[src/rtl/id_gaussian.sv]
// Dual-channel Gaussian RNG: per-lane xorshift64 state feeding an Irwin-Hall (n=4)
// sum, scaled by sqrt(3) and emitted as truncated IEEE-754 single precision.

module id_gaussian_lane #(
  parameter logic [31:0] INIT_HI = 32'h0
) (
  input  logic        clk,
  input  logic        rst,
  input  logic        en,
  input  logic [22:0] i_seed,
  output logic [31:0] o_g
);
  logic        [63:0] r_s;
  logic        [31:0] r_g;
  logic        [22:0] w_seed;
  logic        [63:0] w_x1, w_x2, w_x3;
  logic        [17:0] w_sum;
  logic signed [18:0] w_d;
  logic signed [35:0] w_d36, w_p, w_pn;
  logic        [33:0] w_m, w_norm;
  logic        [5:0]  w_k;
  logic        [7:0]  w_exp;
  logic        [31:0] w_f;
  logic               w_unused;

  assign w_seed = (i_seed == 23'h0) ? 23'h1 : i_seed;

  assign w_x1 = r_s ^ (r_s << 13);
  assign w_x2 = w_x1 ^ (w_x1 >> 7);
  assign w_x3 = w_x2 ^ (w_x2 << 17);

  assign w_sum = 18'(r_s[15:0]) + 18'(r_s[31:16]) + 18'(r_s[47:32]) + 18'(r_s[63:48]);
  assign w_d   = $signed({1'b0, w_sum}) - 19'sd131072;
  assign w_d36 = {{17{w_d[18]}}, w_d};
  // 113512 = sqrt(3) in Q1.16; |P| < 2^34 so 36 bits never overflow
  assign w_p   = w_d36 * 36'sd113512;
  assign w_pn  = -w_p;
  assign w_m   = w_p[35] ? w_pn[33:0] : w_p[33:0];

  always_comb begin
    w_k = 6'd0;
    for (int i = 0; i < 34; i++)
      if (w_m[i]) w_k = 6'(i);
  end

  // Left-justify the leading one at bit 33; the 23 bits under it are the mantissa
  assign w_norm = w_m << (6'd33 - w_k);
  assign w_exp  = 8'(w_k) + 8'd95;
  assign w_f    = (w_m == 34'h0) ? 32'h0 : {w_p[35], w_exp, w_norm[32:10]};

  assign w_unused = ^{w_norm[33], w_norm[9:0], w_pn[35:34], w_p[34]};

  always_ff @(posedge clk) begin
    if (!rst) begin
      r_s <= {INIT_HI, 9'h0, 23'h1};
      r_g <= 32'h0;
    end else if (en) begin
      r_s <= {INIT_HI, 9'h0, w_seed};
    end else begin
      r_s <= w_x3;
      r_g <= w_f;
    end
  end

  assign o_g = r_g;
endmodule

module id_gaussian (
  input  logic        clk,
  input  logic        rst,
  input  logic        en,
  input  logic [22:0] seed1,
  input  logic [22:0] seed2,
  output logic [31:0] G1,
  output logic [31:0] G2
);
  localparam int NUM_LANES = 2;
  localparam logic [NUM_LANES-1:0][31:0] LANE_INIT = {32'h7F4A7C15, 32'h9E3779B9};

  logic [NUM_LANES-1:0][22:0] w_seed;
  logic [NUM_LANES-1:0][31:0] w_g;

  assign w_seed = {seed2, seed1};

  for (genvar gi = 0; gi < NUM_LANES; gi++) begin : g_lane
    id_gaussian_lane #(.INIT_HI(LANE_INIT[gi])) u_lane (
      .clk   (clk),
      .rst   (rst),
      .en    (en),
      .i_seed(w_seed[gi]),
      .o_g   (w_g[gi])
    );
  end

  assign G1 = w_g[0];
  assign G2 = w_g[1];
endmodule

[config.mk]
export PLATFORM = sky130hd
export DESIGN_NAME = id_gaussian
export DESIGN_NICKNAME = d
export VERILOG_FILES = /design/src/rtl/id_gaussian.sv
export SDC_FILE = /design/constraint.sdc
export NUM_CORES = 2
export LEC_CHECK = 0
export ABC_AREA = 1
export CORE_MARGIN = 3
export CORE_UTILIZATION = 50
export DETAILED_ROUTE_END_ITERATION = 7
export PLACE_DENSITY = 0.75
export SLEW_MARGIN = 20
export SYNTH_ARGS = -nofsm -noshare
export SYNTH_HDL_FRONTEND = slang
export SYNTH_HIERARCHICAL = 1
export SYNTH_SLANG_ARGS = --single-unit
export TNS_END_PERCENT = 5
[constraint.sdc]
create_clock -name clk -period 12.3 [get_ports clk]
set_input_delay 3.69 -clock clk [delete_from_list [all_inputs] [get_ports clk]]
set_output_delay 3.69 -clock clk [all_outputs]
set_load 0.01 [all_outputs]
==> metrics.txt <==
post-route worst setup slack 0.625 ns; Post-synth EDFFs 0; Avg Inst Size Synth approximately 7.7 um2; Via density between 5 and 6; CTS HTree Levels 4; Root Driver clkbuf_16; synthesized instance count 3,852; Met2 Wirelength approximately 34,000 um; Top Metal Used met4; Initial Util between 50% and 60%; largest net degree at the start of global routing 44; 1st-iter DRT viols roughly 2.2k; pre-CTS setup slack roughly 0.18 ns; initial antenna violation count 1; post-synth top area share 23.0%; Die Span Y ~250 um; f_max 0.0856 GHz; Hold Vio Cnt, Final 0; Async SR Flop Fraction 0%; Post-CTS Hold Fix Bufs 0; Syn Nets about 4.5k; skew final approximately 0.025 ns; Crit-path slowest cell fa_1; Avg WL per Cell between 15 and 20 um; period utilisation layout a little over nine tenths; Worst Tran Pin Value around 0.9 ns; CTS tree yes; Pins Over Slew Limit 0; final WL ~75,000 um; status complete, no violations; cell taking the most area after synthesis fa_1; Worst EP arrival approximately 12 ns; crit path max fanout 29; total track usage 24.3%; DP HPWL between 60,000 and 70,000 um; Final ANT Viol Nets 0; Skew-Pair Late Insertion Delay roughly 0.50 ns; Area contributors post-synth fa_1 23%, dfxtp_1 13%, ha_1 11%; relative slew slack about two fifths; fraction of final layout cells sized beyond drive strength 1 about 6.2%; via count between 20k and 25k; total congestion overflow 0; Synth Warn # 6; synth cell count leaders 829 x inv_1, 650 x nand2_1, 406 x nand3_1; Max-Cap Viols 0; number of buffers created by CTS 17; Die Width about 250 um; Register Area 0.00385 mm2; Placeable Area ~0.058 mm2; Worst Setup End Kind register; cell area after synthesis approximately 0.030 mm2; Seq cells post-synth ~190; gp weighted congestion around 0.94; Primary FF master, synth dfxtp_1; DRT Pass-1 Iters 7; # IOs ~110; Die Area roughly 0.062 mm2; crit-path max cell delay roughly 0.50 ns; CTS Buffer Depth 2; number of fill cells 5,308; global-route wire length before repair between 100,000 and 150,000 um; PortBufs around 110; area delta synth->final 10.3%; Finish-stage setup viols 0; Clock transition at path regs ~0.08 ns; Multi-input gate area approximately 0.022 mm2; DR WL met3 5440 um; WL met1 34,700 um; Period minus WS final 11.68 ns; Remaining DRCs 0; Final nets 4,605; vias in the first global route between 20k and 25k; sequential cell area fraction in the yosys report 13.0%; # clock sinks between 150 and 200; startpoint types register; library cells used by synthesis between 60 and 70; critical path class register to register; count leader, synth inv_1; Crit path required time ~13 ns; Cell Rows 88; Hold Crit Class register to register; Top cell by count, worst path inv_1
-- through the flow --
stage	cell area, um2	std cells	utilization (%)	TNS, ns	hold WS [ns]
CTS	32200	4708	55.3	0	0.458
floorplan	29600	3852	-	0	0.476
finish	32700	4731	56.2	0	0.454
global route	32700	4730	56.2	-0.539	0.467
detailed placement	31500	4676	54.2	0	0.441
global placement	31500	4676	54.2	0	0.438
-- per-layer routing --
| layer | vias to the layer above | track usage, % |
|---|---|---|
| li1 | 12200 | - |
| met1 | 11700 | 34.1 |
| met2 | 779 | 38.7 |
| met3 | 90 | 4.87 |
| met4 | 0 | 5.79 |
| met5 | - | 0 |
-- flip-flops by register name (all words and copies together), names as in the netlist --
name / count
g_lane.u_lane/r_s: 128
g_lane.u_lane/o_g: 64
-- worst paths after layout --
| check | start | end | cells after the start | slack [ns] |
|---|---|---|---|---|
| max | g_lane[1].u_lane/r_s[19]$_SDFF_PN0_ | g_lane[1].u_lane/o_g[17]$_SDFFE_PN0N_ | 57 | 0.62 |
| min | g_lane[1].u_lane/o_g[22]$_SDFFE_PN0N_ | g_lane[1].u_lane/o_g[22]$_SDFFE_PN0N_ | 2 | 0.45 |
| max reg2reg | g_lane[1].u_lane/r_s[19]$_SDFF_PN0_ | g_lane[1].u_lane/o_g[17]$_SDFFE_PN0N_ | 57 | 0.62 |
| min reg2reg | g_lane[1].u_lane/o_g[22]$_SDFFE_PN0N_ | g_lane[1].u_lane/o_g[22]$_SDFFE_PN0N_ | 2 | 0.45 |
-- layout make-up --
cell class,count,area share [%]
antenna,1,0.00766
tap,765,2.93
sequential,192,11.8
multi-input combinational,2733,68.9
inverter,852,9.83
clock inverter,15,0.678
clock buffer,17,1.30
timing repair inverter,1,0.0230
timing repair buffer,155,4.54
-- layout by cell type (no fill, tap or decap), types with 13 or more instances in the layout --
master | netlist | layout
a21o_1 | 26 | 26
a21oi_1 | 138 | 130
a21oi_2 | 5 | 13
a31oi_1 | 19 | 19
buf_4 | 5 | 37
clkbuf_16 | 0 | 17
clkdlybuf4s50_1 | 0 | 111
dfxtp_1 | 192 | 187
fa_1 | 340 | 340
ha_1 | 264 | 253
inv_1 | 829 | 827
inv_2 | 16 | 17
nand2_1 | 650 | 649
nand2_2 | 21 | 19
nand3_1 | 406 | 398
nand3_2 | 7 | 15
nand4_1 | 17 | 17
nor2_1 | 118 | 117
nor3_1 | 18 | 17
nor4_1 | 16 | 13
o21ai_0 | 103 | 102
o21ai_1 | 23 | 22
o21bai_1 | 17 | 16
o22ai_1 | 17 | 17
xnor2_1 | 268 | 268
xor2_1 | 149 | 146
-- logic make-up (layout without fill, tap and decap cells) --
logic type / after synthesis / in the layout / synth area share (%)
compound gates: 383 / 383 / 7.68
xor+xnor: 427 / 427 / 13.0
simple gates: 1315 / 1319 / 20.2
buf+inv: 931 / 1040 / 12.0
other cells: 0 / 1 / 0
flops: 192 / 192 / 13.0
fa+ha+maj: 604 / 604 / 34.2
-- what timing repair did --
| item | in CTS | in global routing |
|---|---|---|
| hold endpoints to repair | 0 | 0 |
| endpoints found under the setup margin | 0 | 62 |
| buffers inserted | 0 | 17 |
| resized for setup | 0 | 69 |
-- critical path: cells and delay by family, from the launching register on --
kind | cells | cell delay [ns]
compound gates | 16 | 2.78
xor+xnor | 2 | 0.39
fa+ha+maj | 11 | 4.76
buf+inv | 12 | 1.12
flops | 1 | 0.48
simple gates | 16 | 2.06
Power is not shown: default switching activity piles up to over one toggle a cycle in this logic, so the estimate is an artifact.
